$ cat config.mk
export PLATFORM = sky130hd
export DESIGN_NAME = fn_suma_resta
export DESIGN_NICKNAME = d
export VERILOG_FILES = /design/src/rtl/fn_suma_resta.sv
export SDC_FILE = /design/constraint.sdc
export NUM_CORES = 1
export LEC_CHECK = 0
export ABC_CLOCK_PERIOD_IN_PS = 7510
export BUFFER_PORTS_ARGS = -buffer_cell sky130_fd_sc_hd__buf_4
export CORE_MARGIN = 4
export CORE_UTILIZATION = 45
export DETAILED_ROUTE_END_ITERATION = 8
export PLACE_DENSITY = 0.75
export REMOVE_ABC_BUFFERS = 1
export SYNTH_ARGS = -nofsm -noshare
export SYNTH_HDL_FRONTEND = slang
export SYNTH_SLANG_ARGS = --single-unit
$ cat constraint.sdc
create_clock -name clk -period 7.51 [get_ports clk]
set_input_delay 0.751 -clock clk [delete_from_list [all_inputs] [get_ports clk]]
set_output_delay 0.751 -clock clk [all_outputs]
set_load 0.01 [all_outputs]
$ cat src/rtl/fn_suma_resta.sv
// -----------------------------------------------------------------------------
// fn_suma_resta
// Registered two's-complement adder/subtractor for the RV32I ALU ADD/SUB/ADDI
// path. With en high the operands are summed combinationally and Y, the status
// flags and a one-cycle valid strobe are registered on the same rising edge.
// The result is visible during the following cycle.
//
// Build option:
//   FN_SUMA_RESTA_FLAGS_EN  defined   -> carry/overflow/zero/negative computed
//                                        and registered
//                           undefined -> flag logic not built, flags tied to 0
//   Y, valid and latency are identical in both builds, as is the port list.
//
// Ports:
//   clk       in   1      system clock, rising edge
//   rst       in   1      synchronous active-high reset (priority over en)
//   en        in   1      operation strobe, operands sampled when high
//   a         in   WIDTH  first operand (minuend)
//   b         in   WIDTH  second operand (subtrahend)
//   resta     in   1      0 = add, 1 = subtract
//   Y         out  WIDTH  registered result, modulo 2^WIDTH
//   valid     out  1      high for one cycle per new result
//   carry     out  1      carry out of MSB (subtract: 1 = no borrow)
//   overflow  out  1      signed overflow
//   zero      out  1      Y == 0
//   negative  out  1      Y[WIDTH-1]
// -----------------------------------------------------------------------------
module fn_suma_resta #(
    parameter int WIDTH = 32
) (
    input  logic             clk,
    input  logic             rst,
    input  logic             en,
    input  logic [WIDTH-1:0] a,
    input  logic [WIDTH-1:0] b,
    input  logic             resta,
    output logic [WIDTH-1:0] Y,
    output logic             valid,
    output logic             carry,
    output logic             overflow,
    output logic             zero,
    output logic             negative
);

    // Subtraction as a + ~b + 1: invert b and inject resta as carry-in.
    logic [WIDTH-1:0] w_b_eff;
    logic [WIDTH-1:0] w_y;
    logic [WIDTH-1:0] r_y;
    logic             r_valid;

    assign w_b_eff = b ^ {WIDTH{resta}};

`ifdef FN_SUMA_RESTA_FLAGS_EN
    logic [WIDTH:0] w_sum;
    logic           w_carry;
    logic           w_overflow;
    logic           w_zero;
    logic           r_carry;
    logic           r_overflow;
    logic           r_zero;
    logic           r_negative;

    assign w_sum   = {1'b0, a} + {1'b0, w_b_eff} + {{WIDTH{1'b0}}, resta};
    assign w_y     = w_sum[WIDTH-1:0];
    assign w_carry = w_sum[WIDTH];
    // Using the effective (possibly inverted) b covers both cases: add needs
    // same signs of a and b, subtract needs different signs.
    assign w_overflow = (a[WIDTH-1] == w_b_eff[WIDTH-1]) &&
                        (w_y[WIDTH-1] != a[WIDTH-1]);
    assign w_zero     = (w_y == '0);

    always_ff @(posedge clk) begin
        if (rst) begin
            r_carry    <= 1'b0;
            r_overflow <= 1'b0;
            r_zero     <= 1'b0;
            r_negative <= 1'b0;
        end else if (en) begin
            r_carry    <= w_carry;
            r_overflow <= w_overflow;
            r_zero     <= w_zero;
            r_negative <= w_y[WIDTH-1];
        end
    end

    assign carry    = r_carry;
    assign overflow = r_overflow;
    assign zero     = r_zero;
    assign negative = r_negative;
`else
    assign w_y = a + w_b_eff + {{(WIDTH-1){1'b0}}, resta};

    assign carry    = 1'b0;
    assign overflow = 1'b0;
    assign zero     = 1'b0;
    assign negative = 1'b0;
`endif

    always_ff @(posedge clk) begin
        if (rst) begin
            r_y     <= '0;
            r_valid <= 1'b0;
        end else begin
            r_valid <= en;
            if (en) begin
                r_y <= w_y;
            end
        end
    end

    assign Y     = r_y;
    assign valid = r_valid;

endmodule

==> results_dict.tcl <==
set metrics [dict create \
    end_kind "register" \
    finalSetupTns_ns 0 \
    place_ws_ns 3.93 \
    cts-hold-fix-buffers 0 \
    worstHoldPathCells 2 \
    gr-total-overflow 0 \
    ys.flop_type "dfxtp_1" \
    gp_congestion 0.961 \
    synth_common_cells "58 x nand2_1, 45 x xor2_1, 42 x a21oi_1" \
    crit_path_top_delay_cell "fa_1" \
    dr.first_iter.drc_count 110 \
    synth_area_leaders "dfxtp_1 21%, ha_1 13%, xor2_1 12%, nand2_1 6.9%, a21oi_1 6.7%" \
    final_max_slew_viol_count 0 \
    clk_pin_slew_ns 0.07 \
    crit_buf_inv 2 \
    final_nets 613 \
    firstDrtPassIters 5 \
    post-route-min-period_ns 3.29 \
    ys_warn_count 0 \
    min_to "Y[7]" \
    ys_ff_latch 33 \
    min_period_over_period_pct 43.9 \
    post_dp_cell_area_mm2 0.00396 \
    dieHeight_um 91.8 \
    hpwl_mm 7.13 \
    synth_top_area_share_pct 20.9 \
    ir_drop_uv 125 \
    fmax_ghz 0.304 \
    grt_pass1_vias 3289 \
    synthDistinctLibCells 51 \
    reg2regPathDepth 3 \
    cts_sinks 33 \
    arrival_ns 3.49 \
    cts_resized 0 \
    maxCapViolCount 0 \
    finalWorstSetupSlack_ns 4.22 \
    drc 0 \
    synth_cells 418 \
    pwr-share-comb_pct 48.1 \
    die_w_um 91.8 \
    rsz0062_at_grt "false" \
    clk_latency_ns 0.28 \
    h-tree-depth 2 \
    tightest_slew_ns 0.804 \
    internal_power_mw 0.469 \
    reg2reg_from "Y[24]" \
    worstPathRequired_ns 7.71 \
    powerDensity_mw_per_mm2 185 \
    yosysMostFrequentCell "nand2_1" \
    outcome "finished, final reports clean" \
    final.setup_skew_ns 0 \
    initial_core_util_pct 46.5 \
    ys_async_sr_fraction_pct 0 \
    criticalPathCategory "in2reg" \
    grt_max_degree 33 \
    finalHoldViolCount 0 \
    drt-total-wl_mm 8.92 \
    crit_path_frequent_cell "xor2_1" \
    grt_usage_pct 20.7 \
    pwr-share-seq_pct 28.4 \
    min_from "Y[7]" \
    stdcell_area_mm2 0.00407 \
    cts_root_buf "clkbuf_8" \
    max_slew_margin_pct 46.4 \
    start_kind "primary input" \
    placementRows 30 \
    post_cts_buffers 0 \
    cts_made_buffers 5 \
    total_power_mw 0.752 \
    area_growth_pct 29.0 \
    routed-via-count 3302 \
    grt_first_pass_wirelength_mm 14.6 \
    cts_tree "built" \
    cts_buffer_depth 2 \
    die_area_mm2 0.00842 \
    setup_viol 0 \
    regToRegEndpoint "Y[24]" \
    power.clock.fraction_pct 23.5 \
    drt-wirelength-per-cell_um 14.7 \
    synth_edf_count 0 \
    ant_nets 0 \
    io_buffers 100 \
    yosysTopAreaCell "dfxtp_1" \
    p_sw_mw 0.283 \
    p_sw_share_pct 37.7 \
    crit_chain "buf_4 -> xor2_1 -> inv_1 -> fa_1 -> nor2b_1 -> o211ai_1 -> a31o_2 -> o21ai_0 -> nand2_1 -> xor2_1 -> a211oi_1" \
    path_delay_family "compound AO/OA/AOI/OAI gates" \
    leakagePower_nw 1.83 \
    core_area_mm2 0.00679 \
    crit_fanout 32 \
    max_stage_delay_ns 0.43 \
    seq_area_frac_synth_pct 20.9 \
    syn-mean-instance-area_um2 7.56 \
    via_per_inst 5.43 \
    layout-drive-gt1-share_pct 22.3 \
    ios 105 \
    worstHoldPathType "reg2reg" \
    netlist_area_mm2 0.00316 \
    antenna_found_initial 0 \
    n_antenna_cell 0 \
    whs_ns 0.456 \
    r2r_setup_slack_ns 6.76 \
]
==> per-stage QoR <==
| stage | utilization (%) | cells |
|---|---|---|
| after floorplan | - | 403 |
| after global placement | 58.2 | 600 |
| after detailed placement | 58.2 | 600 |
| after CTS | 59.9 | 608 |
| after global routing | 59.9 | 608 |
| final | 59.9 | 608 |
==> power by group through the flow <==
| stage | Clock, mW | Combinational, mW | Sequential (mW) |
|---|---|---|---|
| after detailed placement | 0 | 0.359 | 0.218 |
| after floorplan | 0 | 0.218 | 0.228 |
| after CTS | 0.181 | 0.361 | 0.214 |
| after global placement | 0 | 0.354 | 0.217 |
| after global routing | 0.188 | 0.403 | 0.217 |
| final | 0.177 | 0.362 | 0.214 |
==> worst reg2reg max path, stage by stage, from the launching register on <==
cell	delay, ns
dfxtp_1	0.31
nor2b_1	0.12
a31oi_1	0.16
nor2_1	0.05
==> flip-flops by register name, indices dropped and copies added (netlist names) <==
| name | count |
|---|---|
| Y | 32 |
| valid | 1 |
==> routing by layer <==
layer  wire length (um)  up-vias  global-route usage (%)
met4                 76        0                    4.46
li1                   -     1673                       -
met2               4260      129                    35.8
met5                  0        -                       0
met1               3880     1491                    26.0
met3                707        9                    5.09
==> worst max path at each step <==
stage	startpoint	to	slack [ns]	cells past startpoint
finish	resta	Y[22]	4.22	11
global route	resta	Y[30]	4.01	11
CTS	resta	Y[22]	4.24	11
detailed placement	resta	Y[22]	3.93	11
global placement	resta	Y[30]	4.02	11
floorplan	resta	Y[24]	4.75	9
==> cell type report <==
cell class / instances / area [um2]
clock buffers: 7 / 86.3
clock inverters: 1 / 30.0
multi-input cells: 364 / 2390
repair buffers: 101 / 758
well taps: 96 / 120
flip-flops and latches: 33 / 661
inverters: 6 / 22.5
fillers: 674 / 2720
==> kinds of logic (layout without fill, tap and decap cells) <==
family,Yosys count,in the layout,synth area share [%]
adder cells (fa/ha/maj),34,34,13.7
XOR/XNOR,57,57,15.8
other,1,4,0.119
multiplexers,8,8,2.54
AND/OR/NAND/NOR,133,133,19.0
buffers and inverters,24,115,3.61
flip-flops,33,33,20.9
AO/OA/AOI/OAI,128,128,24.3
==> cell usage in the layout (no fill, tap or decap), types with 2 or more instances in the layout <==
cell type	count
nor4_1	3
nor2b_1	4
xor2_1	45
o31ai_1	5
buf_4	101
o211ai_1	11
nand3_1	7
mux2i_1	8
ha_1	33
nand2b_1	5
clkbuf_8	6
conb_1	4
a21oi_1	42
a211oi_1	7
nor3_1	3
xnor2_1	12
inv_1	6
a21boi_0	2
o21ai_0	39
dfxtp_1	33
o21bai_1	2
a31oi_1	4
nor2_1	38
and4_1	3
nand2_1	58
nand4_1	3
o21a_1	3
(Power assumes the default switching activity.)
